<file path="src/rtl/blink_pkg.sv">
// Shared constants and helpers for the blink-rate control front end.
package blink_pkg;

  localparam int NUM_RATES = 10;

  typedef logic [3:0] rate_idx_t;

  localparam rate_idx_t RESET_RATE = 4'd4;

  // Half-period of each rate in sixteenths of a second, slowest first.
  localparam int unsigned RATE_MULT [0:NUM_RATES-1] = '{64, 48, 32, 24, 16, 12, 8, 4, 2, 1};

  function automatic int unsigned half_period_cycles(input rate_idx_t idx, input int unsigned clk_hz);
    int unsigned mult;
    mult = (int'(idx) < NUM_RATES) ? RATE_MULT[idx] : RATE_MULT[NUM_RATES-1];
    return mult * (clk_hz / 16);
  endfunction

  function automatic rate_idx_t highest_set(input logic [NUM_RATES-1:0] v);
    rate_idx_t idx;
    idx = '0;
    for (int i = 0; i < NUM_RATES; i++) begin
      if (v[i]) idx = rate_idx_t'(i);
    end
    return idx;
  endfunction

endpackage

</file>
<file path="src/rtl/key_debounce.sv">
// One pushbutton: 2-FF synchroniser, stability counter, and a one-cycle pulse
// on each accepted release-to-press (1->0) transition.
module key_debounce #(
  parameter int DEBOUNCE_CYCLES = 500_000
) (
  input  logic clk,
  input  logic rst_n,
  input  logic raw,
  output logic press
);

  localparam int DB_W = $clog2(DEBOUNCE_CYCLES + 1);
  localparam logic [DB_W-1:0] DB_LAST = DB_W'(DEBOUNCE_CYCLES - 1);

  logic [1:0]      sync;
  logic            stable;
  logic [DB_W-1:0] cnt;

  always_ff @(posedge clk or negedge rst_n) begin
    if (!rst_n) begin
      sync   <= 2'b11;
      stable <= 1'b1;
      cnt    <= '0;
      press  <= 1'b0;
    end else begin
      sync  <= {sync[0], raw};
      press <= 1'b0;
      // Any sample matching the accepted value restarts the stability window.
      if (sync[1] != stable) begin
        if (cnt == DB_LAST) begin
          stable <= sync[1];
          cnt    <= '0;
          press  <= stable;
        end else begin
          cnt <= cnt + 1'b1;
        end
      end else begin
        cnt <= '0;
      end
    end
  end

endmodule

</file>
<file path="src/rtl/blink_rate_ctrl.sv">
// Key conditioning, rate selection and half-period TICK/LEVEL generation.
// Define BLINK_SW_LOAD_EN to let KEY[3] load the rate from the slide switches.
module blink_rate_ctrl
  import blink_pkg::*;
#(
  parameter int CLK_HZ          = 50_000_000,
  parameter int DEBOUNCE_CYCLES = 500_000
) (
  input  logic       CLOCK_50,
  input  logic       RST_N,
  input  logic [3:0] KEY,
  input  logic [9:0] SW,
  output logic       TICK,
  output logic       LEVEL,
  output logic [3:0] RATE_IDX,
  output logic       PAUSED
);

  localparam int CNT_W = $clog2(4 * CLK_HZ);

  logic [3:0]       press;
  logic [CNT_W-1:0] cnt;
  logic [CNT_W-1:0] cnt_last;
  rate_idx_t        rate_nxt;
  logic             paused_nxt;

  for (genvar i = 0; i < 4; i++) begin : g_key
    key_debounce #(
      .DEBOUNCE_CYCLES(DEBOUNCE_CYCLES)
    ) u_key_debounce (
      .clk  (CLOCK_50),
      .rst_n(RST_N),
      .raw  (KEY[i]),
      .press(press[i])
    );
  end

`ifdef BLINK_SW_LOAD_EN
  logic [9:0] sw_meta;
  logic [9:0] sw_sync;

  always_ff @(posedge CLOCK_50 or negedge RST_N) begin
    if (!RST_N) begin
      sw_meta <= '1;
      sw_sync <= '1;
    end else begin
      sw_meta <= SW;
      sw_sync <= sw_meta;
    end
  end
`else
  logic unused_sw;
  assign unused_sw = ^SW;
`endif

  assign cnt_last = CNT_W'(half_period_cycles(RATE_IDX, CLK_HZ) - 32'd1);

  // Only the highest-priority press acts: KEY[3], then KEY[0], then KEY[1]/KEY[2].
  always_comb begin
    rate_nxt   = RATE_IDX;
    paused_nxt = PAUSED;
    if (press[3]) begin
`ifdef BLINK_SW_LOAD_EN
      if (sw_sync != '0) rate_nxt = highest_set(sw_sync);
`endif
    end else if (press[0]) begin
      paused_nxt = ~PAUSED;
    end else if (press[1] && !press[2]) begin
      if (RATE_IDX != '0) rate_nxt = RATE_IDX - 1'b1;
    end else if (press[2] && !press[1]) begin
      if (RATE_IDX != rate_idx_t'(NUM_RATES - 1)) rate_nxt = RATE_IDX + 1'b1;
    end
  end

  always_ff @(posedge CLOCK_50 or negedge RST_N) begin
    if (!RST_N) begin
      RATE_IDX <= RESET_RATE;
      PAUSED   <= 1'b0;
      cnt      <= '0;
      TICK     <= 1'b0;
      LEVEL    <= 1'b0;
    end else begin
      RATE_IDX <= rate_nxt;
      PAUSED   <= paused_nxt;
      LEVEL    <= LEVEL ^ TICK;
      // A real rate change restarts the half-period so the new rate never overshoots.
      if (rate_nxt != RATE_IDX) begin
        cnt  <= '0;
        TICK <= 1'b0;
      end else if (PAUSED) begin
        TICK <= 1'b0;
      end else if (cnt == cnt_last) begin
        cnt  <= '0;
        TICK <= 1'b1;
      end else begin
        cnt  <= cnt + 1'b1;
        TICK <= 1'b0;
      end
    end
  end

endmodule

</file>
<file path="config.mk">
export PLATFORM = sky130hd
export DESIGN_NAME = blink_rate_ctrl
export DESIGN_NICKNAME = d
export VERILOG_FILES = /design/src/rtl/blink_pkg.sv /design/src/rtl/key_debounce.sv /design/src/rtl/blink_rate_ctrl.sv
export SDC_FILE = /design/constraint.sdc
export NUM_CORES = 1
export LEC_CHECK = 0
export ABC_AREA = 1
export CAP_MARGIN = 10
export CORE_ASPECT_RATIO = 1.5
export CORE_MARGIN = 2
export CORE_UTILIZATION = 50
export CTS_CLUSTER_DIAMETER = 100
export DETAILED_ROUTE_END_ITERATION = 7
export GPL_TIMING_DRIVEN = 0
export PLACE_DENSITY = 0.68
export SYNTH_ARGS = -nofsm -noshare
export SYNTH_HDL_FRONTEND = slang
export SYNTH_HIERARCHICAL = 1
export SYNTH_SLANG_ARGS = --single-unit
</file>
<file path="constraint.sdc">
create_clock -name CLOCK_50 -period 15.2 [get_ports CLOCK_50]
set_input_delay 3.04 -clock CLOCK_50 [delete_from_list [all_inputs] [get_ports CLOCK_50]]
set_output_delay 3.04 -clock CLOCK_50 [all_outputs]
set_load 0.01 [all_outputs]
</file>
==> results of run 1 <==
## stage by stage
stage / total power (W) / util / hold slack [ns] / setup WS (ns) / area (um2)
2_1_floorplan: 0.0003591 / - / 0.3452 / 9.055 / 11310
3_3_place_gp: 0.0003696 / 0.5281 / 0.3461 / 6.071 / 11780
3_5_place_dp: 0.0003710 / 0.5294 / 0.3472 / 8.069 / 11810
4_1_cts: 0.0008209 / 0.5583 / 0.3523 / 8.022 / 12450
5_1_grt: 0.0008386 / 0.5583 / 0.3545 / 7.530 / 12450
6_report: 0.0008101 / 0.5583 / 0.3495 / 8.021 / 12450
## kinds of logic (layout without fill, tap and decap cells)
logic type                 count (synthesis)  count (layout)
AOI/OAI and AO/OA                         77              77
xor gates and xnor gates                  78              78
adders and majority gates                145             145
buffers and inverters                    273             318
DFF                                      127             127
and+or+nand+nor                          844             844
## worst paths after layout
path / from / end / slack (ns) / depth (start not counted)
setup / recovery: RATE_IDX[0] / cnt[5] / 8.02 / 32
hold / removal: g_key[0].u_key_debounce/sync[0] / g_key[0].u_key_debounce/sync[1] / 0.35 / 0
setup reg to reg: RATE_IDX[0] / cnt[5] / 8.02 / 32
hold reg to reg: g_key[0].u_key_debounce/sync[0] / g_key[0].u_key_debounce/sync[1] / 0.35 / 0
max in group asynchronous: RST_N / g_key[1].u_key_debounce/stable / 11.83 / 2
min in group asynchronous: RST_N / g_key[2].u_key_debounce/cnt[6] / 2.58 / 1
## cells in the mapped netlist (all sizes together) (3+ instances only)
library cell  number  area (um2)
nand2            403        1593
inv              263       987.2
nor2             228        1021
nand3            152       808.3
dfrtp            114        2853
ha               108        1351
xor2              60       563.0
fa                37       740.7
o21ai             31       155.2
a21oi             28       140.1
nor3              23       130.1
xnor2             18       157.7
nand4             16       100.1
dfstp             13       341.6
nor3b              9       87.59
nand3b             6       45.04
a21o               5       37.54
buf                5       37.53
clkbuf             5       18.77
nor4               4       25.02
o21a               4       30.03
o21bai             3       22.52
or2                3       18.77
## routing by layer
layer  global-route usage  vias to the layer above
met1               0.2473                     4529
met2               0.4152                      149
met5                    0                        -
met4               0.1175                        0
met3              0.02811                       60
li1                     -                     4886
## area by class of cell
type	count	share of cell area
plain buffers	10	0.004523
clock buffers	18	0.03447
clock inverters	14	0.01729
inverters	263	0.07930
multi-input cells	1144	0.5681
flip-flops and latches	127	0.2566
well taps	276	0.02774
repair buffers	13	0.01196
## registers in the layout (all words and copies together), names as in the netlist
signal and count:
g_key.u_key_debounce/stable 4, PAUSED 1, g_key.u_key_debounce/press 4, g_key.u_key_debounce/cnt 76, TICK 1, LEVEL 1
g_key.u_key_debounce/sync 8, RATE_IDX 4, cnt 28
## power groups by stage
| stage | sequential (W) | clock (W) | combinational [W] |
|---|---|---|---|
| 2_1_floorplan | 0.000351 | 0 | 0.00000838 |
| 3_5_place_dp | 0.000351 | 0 | 0.0000197 |
| 6_report | 0.000345 | 0.000446 | 0.0000188 |
| 5_1_grt | 0.000346 | 0.000470 | 0.0000226 |
| 4_1_cts | 0.000345 | 0.000456 | 0.0000198 |
| 3_3_place_gp | 0.000351 | 0 | 0.0000184 |
==> run_results.csv, run 1 <==
group,metric,value,unit
timing,final-hold-violation-count,0,
routing,drtIter0Drc,416,
synth,synth_top_family_by_area,"simple AND/OR/NAND/NOR gates",
global_route,gr-total-overflow,0,
synth,ys_seq_area_frac,0.2824,
floorplan,rows,67,
clock_tree,clock_latency,0.42,ns
finish,fillers,2096,
timing,post-route-period-util,0.4723,
clock_tree,holdBufCountCts,0,
routing,ant_nets,0,
synth,syn-cell-area,11310,um2
power_and_ir_drop,p_switching,0.0001711,W
clock_tree,path_clk_slew,0.06,ns
power_and_ir_drop,p_per_area,65.08,nW/um2
clock_tree,cts_tree,"done",
synth,async_reset_ff_frac,1.000,
worst_setup_path,crit_slowest_cell,"fa_1",
routing,met1_length,10280,um
status,status,"finished, final reports clean",
clock_tree,cts_buffers,17,
timing,tightest_slew,0.9120,ns
flow_run,maxCapViolations,0,
worst_setup_path,arrival,7.48,ns
worst_setup_path,start_kind,"flop",
finish,final_common_cell,"nand2_1",
placement,place.gp.congestion,0.8926,
synth,syn_inst,1544,
routing,wl,25230,um
timing,slew_headroom,0.3898,
timing,period_minus_slack,7.179,ns
timing,rsz0062_at_grt,"false",
synth,ys_seq_elements,127,
routing,via_per_inst,5.160,
worst_setup_path,crit_fanout,10,
worst_setup_path,max_stage_delay,0.54,ns
power_and_ir_drop,p_clk_frac,0.551,
worst_setup_path,criticalPathCategory,"reg -> reg",
synth,syn_nets,1705,
routing,top_layer_used,"met4",
timing,clock_skew,0.01177,ns
routing,vias,9624,
global_route,grt_max_degree,75,
clock_tree,ctsLongestPathBuffers,2,
synth,ys_warn_count,6,
placement,dp_hpwl,19860,um
finish,layout-area-overhead-vs-synth,10.07,%
worst_setup_path,cp_common_cell,"nand2_1",
floorplan,floorplan.initialDensity,0.5072,
synth,muxShareOfSynthArea,0,
clock_tree,clockRootBuffer,"clkbuf_16",
power_and_ir_drop,p_int,0.0006391,W
floorplan,dieArea,23870,um2
finish,finalNetCount,1737,
power_and_ir_drop,pwr-share-seq,0.426,
routing,wl_per_cell,13.53,um
min_path,min_path_type,"reg -> reg",
floorplan,coreArea,22300,um2
power_and_ir_drop,vdd_ir_drop_max,0.08923,mV
power_and_ir_drop,combPwrFrac,0.023,
routing,route.met3.wl,492,um
global_route,grt_pass1_wl,43800,um
power_and_ir_drop,sw_frac_of_total,0.2112,
floorplan,fp.dieH,188.2,um
finish,layout.cells.non_filler,1865,
power_and_ir_drop,p_leak,6.554,nW
finish,multiInputGateArea,7073,um2
routing,drtPass1Iterations,5,
clock_tree,cts.sinks,127,
floorplan,ios,23,
floorplan,die_w,126.8,um
synth,synth-xor-area-share,0.06372,
timing,setup_tns,0,ns
routing,drc_errors,0,
synth,netlist-cell-type-count,42,
clock_tree,h-tree-depth,4,
placement,place_inst,1833,
global_route,grt_pass1_vias,9819,
finish,diodes,0,
synth,synthFlopType,"dfrtp_1",
timing,maxSlewViolCount,0,
timing,max_freq,139.3,MHz
worst_setup_path,crit_family,"adder cells",
routing,dr_wl_met2,13310,um
clock_tree,cts.repair.resized,0,
finish,drive_gt1_frac,0.08999,
synth,synth_compound_area_frac,0.03816,
synth,yosys.area_share.simple,0.3385,
global_route,grt_usage,0.2242,
placement,io_buffers,12,
global_route,antenna_found_initial,0,
worst_setup_path,cp_num_buf_inv,7,
finish,mostFrequentLayoutCells,"nand2_1 (381), inv_1 (251), nor2_1 (192), nand3_1 (144), dfrtp_1 (114)",
worst_setup_path,crit_required,15.51,ns
clock_tree,cts_setup_buffers,0,
synth,syn_area_per_cell,7.326,um2
finish,seq_area,3194,um2
synth,synth_edf_count,0,
synth,synthAdderAreaFrac,0.1850,
timing,setup_viol,0,
worst_setup_path,end_kind,"flop",
(Power assumes the default switching activity.)
==> inputs of run 2 (changes only) <==
- clock period: 15.2 -> 7.2 ns (I/O delays scaled with it)
==> run 2 against run 1 <==
Cell count increased by 0.48%. Sequential power is 110% higher. Global-route usage did not move. Critical path depth up 2. Combinational power increased by 110%. Non-clock buffer count grew 9. Sequential share of layout area down 0.24 points. Worst hold slack hardly changed. Core utilization increased by 0.52 points. Clock skew hardly changed. Critical endpoint unchanged.
==> run_results.csv, run 2 (synthesis results as in run 1) <==
group,metric,value,unit
finish,mostFrequentLayoutCells,"nand2_1 (380), inv_1 (249), nor2_1 (188), nand3_1 (142), dfrtp_1 (114)",
global_route,grt_pass1_wl,43800,um
placement,io_buffers,12,
clock_tree,cts.sinks,127,
global_route,grt_usage,0.2242,
finish,drive_gt1_frac,0.1026,
placement,dp_slack,0.06928,ns
power_and_ir_drop,p_leak,6.586,nW
clock_tree,h-tree-depth,4,
routing,drtPass1Iterations,5,
timing,setup_viol,0,
clock_tree,cts_tree,"done",
placement,dp_hpwl,19860,um
timing,maxSlewViolCount,0,
finish,top_regs,"g_key.u_key_debounce/cnt (76), cnt (28), g_key.u_key_debounce/sync (8)",
worst_setup_path,max_stage_delay,0.54,ns
finish,utilization,0.5635,
global_route,grt_pass1_vias,9819,
worst_setup_path,crit_required,7.51,ns
clock_tree,clock_latency,0.42,ns
finish,final_common_cell,"nand2_1",
finish,finalNetCount,1746,
timing,max_freq,144.9,MHz
floorplan,floorplan.initialDensity,0.5072,
floorplan,coreArea,22300,um2
timing,post-route-period-util,0.9587,
finish,top_register,"g_key.u_key_debounce/cnt",
min_path,min_path_type,"reg -> reg",
routing,ant_nets,0,
routing,via_per_inst,5.141,
routing,vias,9635,
timing,worst_hold_slack,0.3495,ns
global_route,grt_max_degree,75,
power_and_ir_drop,p_per_area,136.1,nW/um2
worst_setup_path,crit_fanout,10,
worst_setup_path,end_kind,"flop",
finish,layout.cells.non_filler,1874,
worst_setup_path,criticalPathCategory,"reg -> reg",
clock_tree,ctsLongestPathBuffers,2,
timing,period_minus_slack,6.903,ns
clock_tree,path_clk_slew,0.06,ns
finish,fillers,2078,
routing,drc_errors,0,
clock_tree,cts_buffers,17,
routing,wl,25300,um
flow_run,maxCapViolations,0,
floorplan,ios,23,
placement,place.gp.congestion,0.8926,
placement,place_inst,1833,
worst_setup_path,cp_common_cell,"nand2_1",
timing,finalWorstSetupSlack,0.2971,ns
status,status,"finished, final reports clean",
global_route,gr-total-overflow,0,
clock_tree,holdBufCountCts,0,
floorplan,dieArea,23870,um2
finish,layout-area-overhead-vs-synth,11.08,%
worst_setup_path,arrival,7.21,ns
power_and_ir_drop,power.total,0.001710,W
finish,largest_register_ffs,76,
worst_setup_path,crit_slowest_cell,"fa_1",
timing,slew_headroom,0.3813,
routing,drtIter0Drc,440,
timing,final-hold-violation-count,0,
power_and_ir_drop,vdd_ir_drop_max,0.1884,mV
floorplan,fp.dieH,188.2,um
finish,diodes,0,
worst_setup_path,start_kind,"flop",
routing,wl_per_cell,13.50,um
floorplan,die_w,126.8,um
global_route,antenna_found_initial,0,
floorplan,rows,67,
timing,clock_skew,0.01172,ns
clock_tree,clockRootBuffer,"clkbuf_16",
timing,tightest_slew,0.9246,ns
==> run 2: cell count changes in the layout (fill, tap and decap cells not counted), sizes merged <==
cell      delta
inv          -2
clkinvlp     +2
buf          +8
clkbuf       +1
==> run 2: per-layer routing <==
layer,GRT usage,part of all wire,routed length (um),up-vias
li1,-,-,-,4907
met3,0.02811,0.021,532,63
met5,0,0,0,-
met2,0.4152,0.53,13350,147
met1,0.2473,0.41,10250,4518
met4,0.1175,0.046,1173,0
==> run 2: worst paths after layout <==
kind / start / endpoint / slack [ns] / cells after the start
worst max-delay path: RATE_IDX[0] / cnt[5] / 0.30 / 34
worst min-delay path: g_key[0].u_key_debounce/sync[0] / g_key[0].u_key_debounce/sync[1] / 0.35 / 0
worst max register to register: RATE_IDX[0] / cnt[5] / 0.30 / 34
worst min register to register: g_key[0].u_key_debounce/sync[0] / g_key[0].u_key_debounce/sync[1] / 0.35 / 0
max in group asynchronous: RST_N / g_key[1].u_key_debounce/stable / 5.43 / 2
min in group asynchronous: RST_N / g_key[2].u_key_debounce/cnt[6] / 0.98 / 1
==> run 2: where the power goes <==
group / leakage [nW] / switching [W] / internal, W
clock network: 0.310 / 0.000326 / 0.000615
registers: 1.70 / 0.00000532 / 0.000724
logic: 4.57 / 0.0000288 / 0.0000109
total: 6.59 / 0.000360 / 0.00135
==> run 2: final cells by class <==
cell class | instances | area [um2] | share of cell area
plain buffers | 10 | 58.81 | 0.004680
repair buffers | 22 | 216.5 | 0.01723
multi-input cells | 1144 | 7111 | 0.5659
flip-flops and latches | 127 | 3194 | 0.2542
well taps | 276 | 345.3 | 0.02748
clock buffers | 18 | 429.2 | 0.03416
inverters | 263 | 994.7 | 0.07917
clock inverters | 14 | 215.2 | 0.01713
==> run 2: critical path, delay by kind of cell, from the launching register on <==
family | cells | cell delay, ns
fa+ha+maj | 8 | 3.11
simple gates | 16 | 1.93
buf+inv | 9 | 1.08
flops | 1 | 0.39
compound gates | 1 | 0.27
==> run 2: through the flow <==
step / setup TNS, ns / area (um2)
global route: -0.2892 / 12560
global placement: -35.53 / 11780
floorplan: 0 / 11310
detailed placement: 0 / 11810
CTS: 0 / 12450
finish: 0 / 12560
==> run 2: repair_timing <==
action,in CTS,in global routing
gates resized for setup,0,14
setup endpoints to repair,0,28
buffers inserted,0,9
==> inputs of run 3 (changes only) <==
--- a/config.mk
+++ b/config.mk
@@ -13,5 +13,7 @@
 export CTS_CLUSTER_DIAMETER = 100
+export CTS_CLUSTER_SIZE = 20
 export DETAILED_ROUTE_END_ITERATION = 7
+export DONT_BUFFER_PORTS = 1
 export GPL_TIMING_DRIVEN = 0
-export PLACE_DENSITY = 0.68
+export PLACE_DENSITY = 0.67
 export SYNTH_ARGS = -nofsm -noshare
--- a/constraint.sdc
+++ b/constraint.sdc
@@ -3,2 +3,2 @@
 set_output_delay 1.44 -clock CLOCK_50 [all_outputs]
-set_load 0.01 [all_outputs]
+set_load 0.02 [all_outputs]
==> run 3 against run 2 <==
Sequential power barely moved. Total power shrank 2.4%. Critical path depth increased by 1. Non-clock buffer count is 13 lower. Critical endpoint is now cnt[1]. Largest cell class unchanged. Largest power group unchanged.
==> run_results.csv, run 3 (synthesis results as in run 1) <==
group,metric,value,unit
status,status,"finished, final reports clean",
worst_setup_path,start_kind,"flop",
clock_tree,cts.sinks,127,
worst_setup_path,r2r_start,"RATE_IDX[0]",
global_route,gr-total-overflow,0,
finish,drive_gt1_frac,0.1016,
floorplan,ios,23,
worst_setup_path,r2r_slack,0.40,ns
worst_setup_path,crit_slowest_cell,"fa_1",
worst_setup_path,cp_common_cell,"nand2_1",
timing,tightest_slew,0.8245,ns
timing,slew_headroom,0.4483,
floorplan,floorplan.initialDensity,0.5072,
worst_setup_path,crit_family,"adder cells",
clock_tree,path_clk_slew,0.06,ns
finish,final_common_cell,"nand2_1",
worst_setup_path,max_stage_delay,0.56,ns
timing,maxSlewViolCount,0,
placement,place.gp.congestion,0.8845,
placement,io_buffers,0,
worst_setup_path,crit_required,7.51,ns
worst_setup_path,end_kind,"flop",
clock_tree,clockRootBuffer,"clkbuf_16",
min_path,hold_depth,0,
clock_tree,cts_buffers,17,
timing,rsz0062_at_grt,"false",
placement,dp_hpwl,19800,um
finish,finalInstanceArea,12420,um2
global_route,grt_pass1_wl,43750,um
routing,ant_nets,0,
global_route,grt_usage,0.2245,
worst_setup_path,criticalPathCategory,"reg -> reg",
floorplan,fp.dieH,188.2,um
clock_tree,clock_latency,0.42,ns
floorplan,rows,67,
worst_setup_path,cp-startpoint,"RATE_IDX[0]",
worst_setup_path,crit_fanout,10,
global_route,grt_max_degree,128,
timing,clock_skew,0.01075,ns
worst_setup_path,rr_worst_depth,35,
routing,drtIter0Drc,501,
clock_tree,cts_tree,"done",
placement,place_area,11660,um2
clock_tree,h-tree-depth,4,
min_path,worstHoldEndpoint,"g_key[2].u_key_debounce/sync[1]",
finish,layout-area-overhead-vs-synth,9.790,%
timing,setup_viol,0,
routing,drtPass1Iterations,7,
min_path,min-delay-start,"g_key[2].u_key_debounce/sync[0]",
worst_setup_path,rr_endpoint,"cnt[1]",
timing,setup_tns,0,ns
finish,mostFrequentLayoutCells,"nand2_1 (381), inv_1 (249), nor2_1 (189), nand3_1 (143), dfrtp_1 (112)",
placement,place_inst,1820,
finish,top_regs,"g_key.u_key_debounce/cnt (76), cnt (28), g_key.u_key_debounce/sync (8)",
global_route,antenna_found_initial,0,
finish,diodes,0,
timing,worst_hold_slack,0.3554,ns
flow_run,maxCapViolations,0,
worst_setup_path,path_depth,35,
floorplan,die_w,126.8,um
floorplan,coreArea,22300,um2
clock_tree,ctsLongestPathBuffers,2,
routing,vias,9603,
finish,finalNetCount,1733,
power_and_ir_drop,vdd_ir_drop_max,0.1822,mV
finish,largest_register_ffs,76,
min_path,min_path_type,"reg -> reg",
worst_setup_path,arrival,7.11,ns
power_and_ir_drop,p_per_area,134.3,nW/um2
timing,period_minus_slack,6.805,ns
worst_setup_path,cp_num_buf_inv,8,
timing,final-hold-violation-count,0,
power_and_ir_drop,p_leak,6.513,nW
timing,post-route-period-util,0.9451,
routing,via_per_inst,5.160,
finish,top_register,"g_key.u_key_debounce/cnt",
timing,max_freq,147.0,MHz
floorplan,dieArea,23870,um2
routing,drc_errors,0,
routing,wl,25120,um
finish,layout.cells.non_filler,1861,
routing,wl_per_cell,13.50,um
global_route,grt_pass1_vias,9644,
[run 3: layer usage]
| metal | track usage | wire length, um |
|---|---|---|
| met4 | 0.09087 | 814 |
| met1 | 0.2476 | 10050 |
| met2 | 0.4322 | 13720 |
| met3 | 0.02357 | 530 |
| met5 | 0 | 0 |
[run 3: worst max-delay path by stage]
stage	end	slack [ns]
6_report	cnt[1]	0.40
5_1_grt	cnt[26]	0.01
4_1_cts	cnt[1]	0.04
3_5_place_dp	cnt[4]	-0.03
3_3_place_gp	cnt[4]	-0.07
2_1_floorplan	cnt[0]	0.97
[run 3: report_power, final]
part	internal (W)	switching [W]	total, W
combinational	0.00000696	0.0000153	0.0000223
clock	0.000589	0.000328	0.000916
sequential	0.000724	0.00000553	0.000729
[run 3: timing repair]
item                                    CTS  global route
buffers inserted                          3             6
endpoints found under the setup margin   20            28
resized for setup                         3            12
hold buffers                              0             0
[run 3: final cells by class]
class	count	area (um2)
Multi-Input combinational cell	1144	7111
Tap cell	276	345.3
Timing Repair Buffer	9	80.08
Inverter	263	994.7
Clock inverter	13	188.9
Clock buffer	19	442.9
Fill cell	2078	9881
Sequential cell	127	3197
Buffer	10	58.81
[run 3: metrics by stage]
step                setup slack (ns)    util  total power, W
finish                        0.3953  0.5569        0.001668
global route                 0.01195  0.5569        0.001724
CTS                          0.03814  0.5525        0.001690
detailed placement          -0.03012  0.5227       0.0007644
global placement            -0.07313  0.5227       0.0007632
floorplan                     0.9725       -       0.0007582
[run 3: worst reg2reg max path, delay by kind of cell (launching register included)]
kind / cells / cell delay (ns)
buf+inv: 8 / 1.06
simple gates: 19 / 2.15
fa+ha+maj: 8 / 3.03
flops: 1 / 0.46
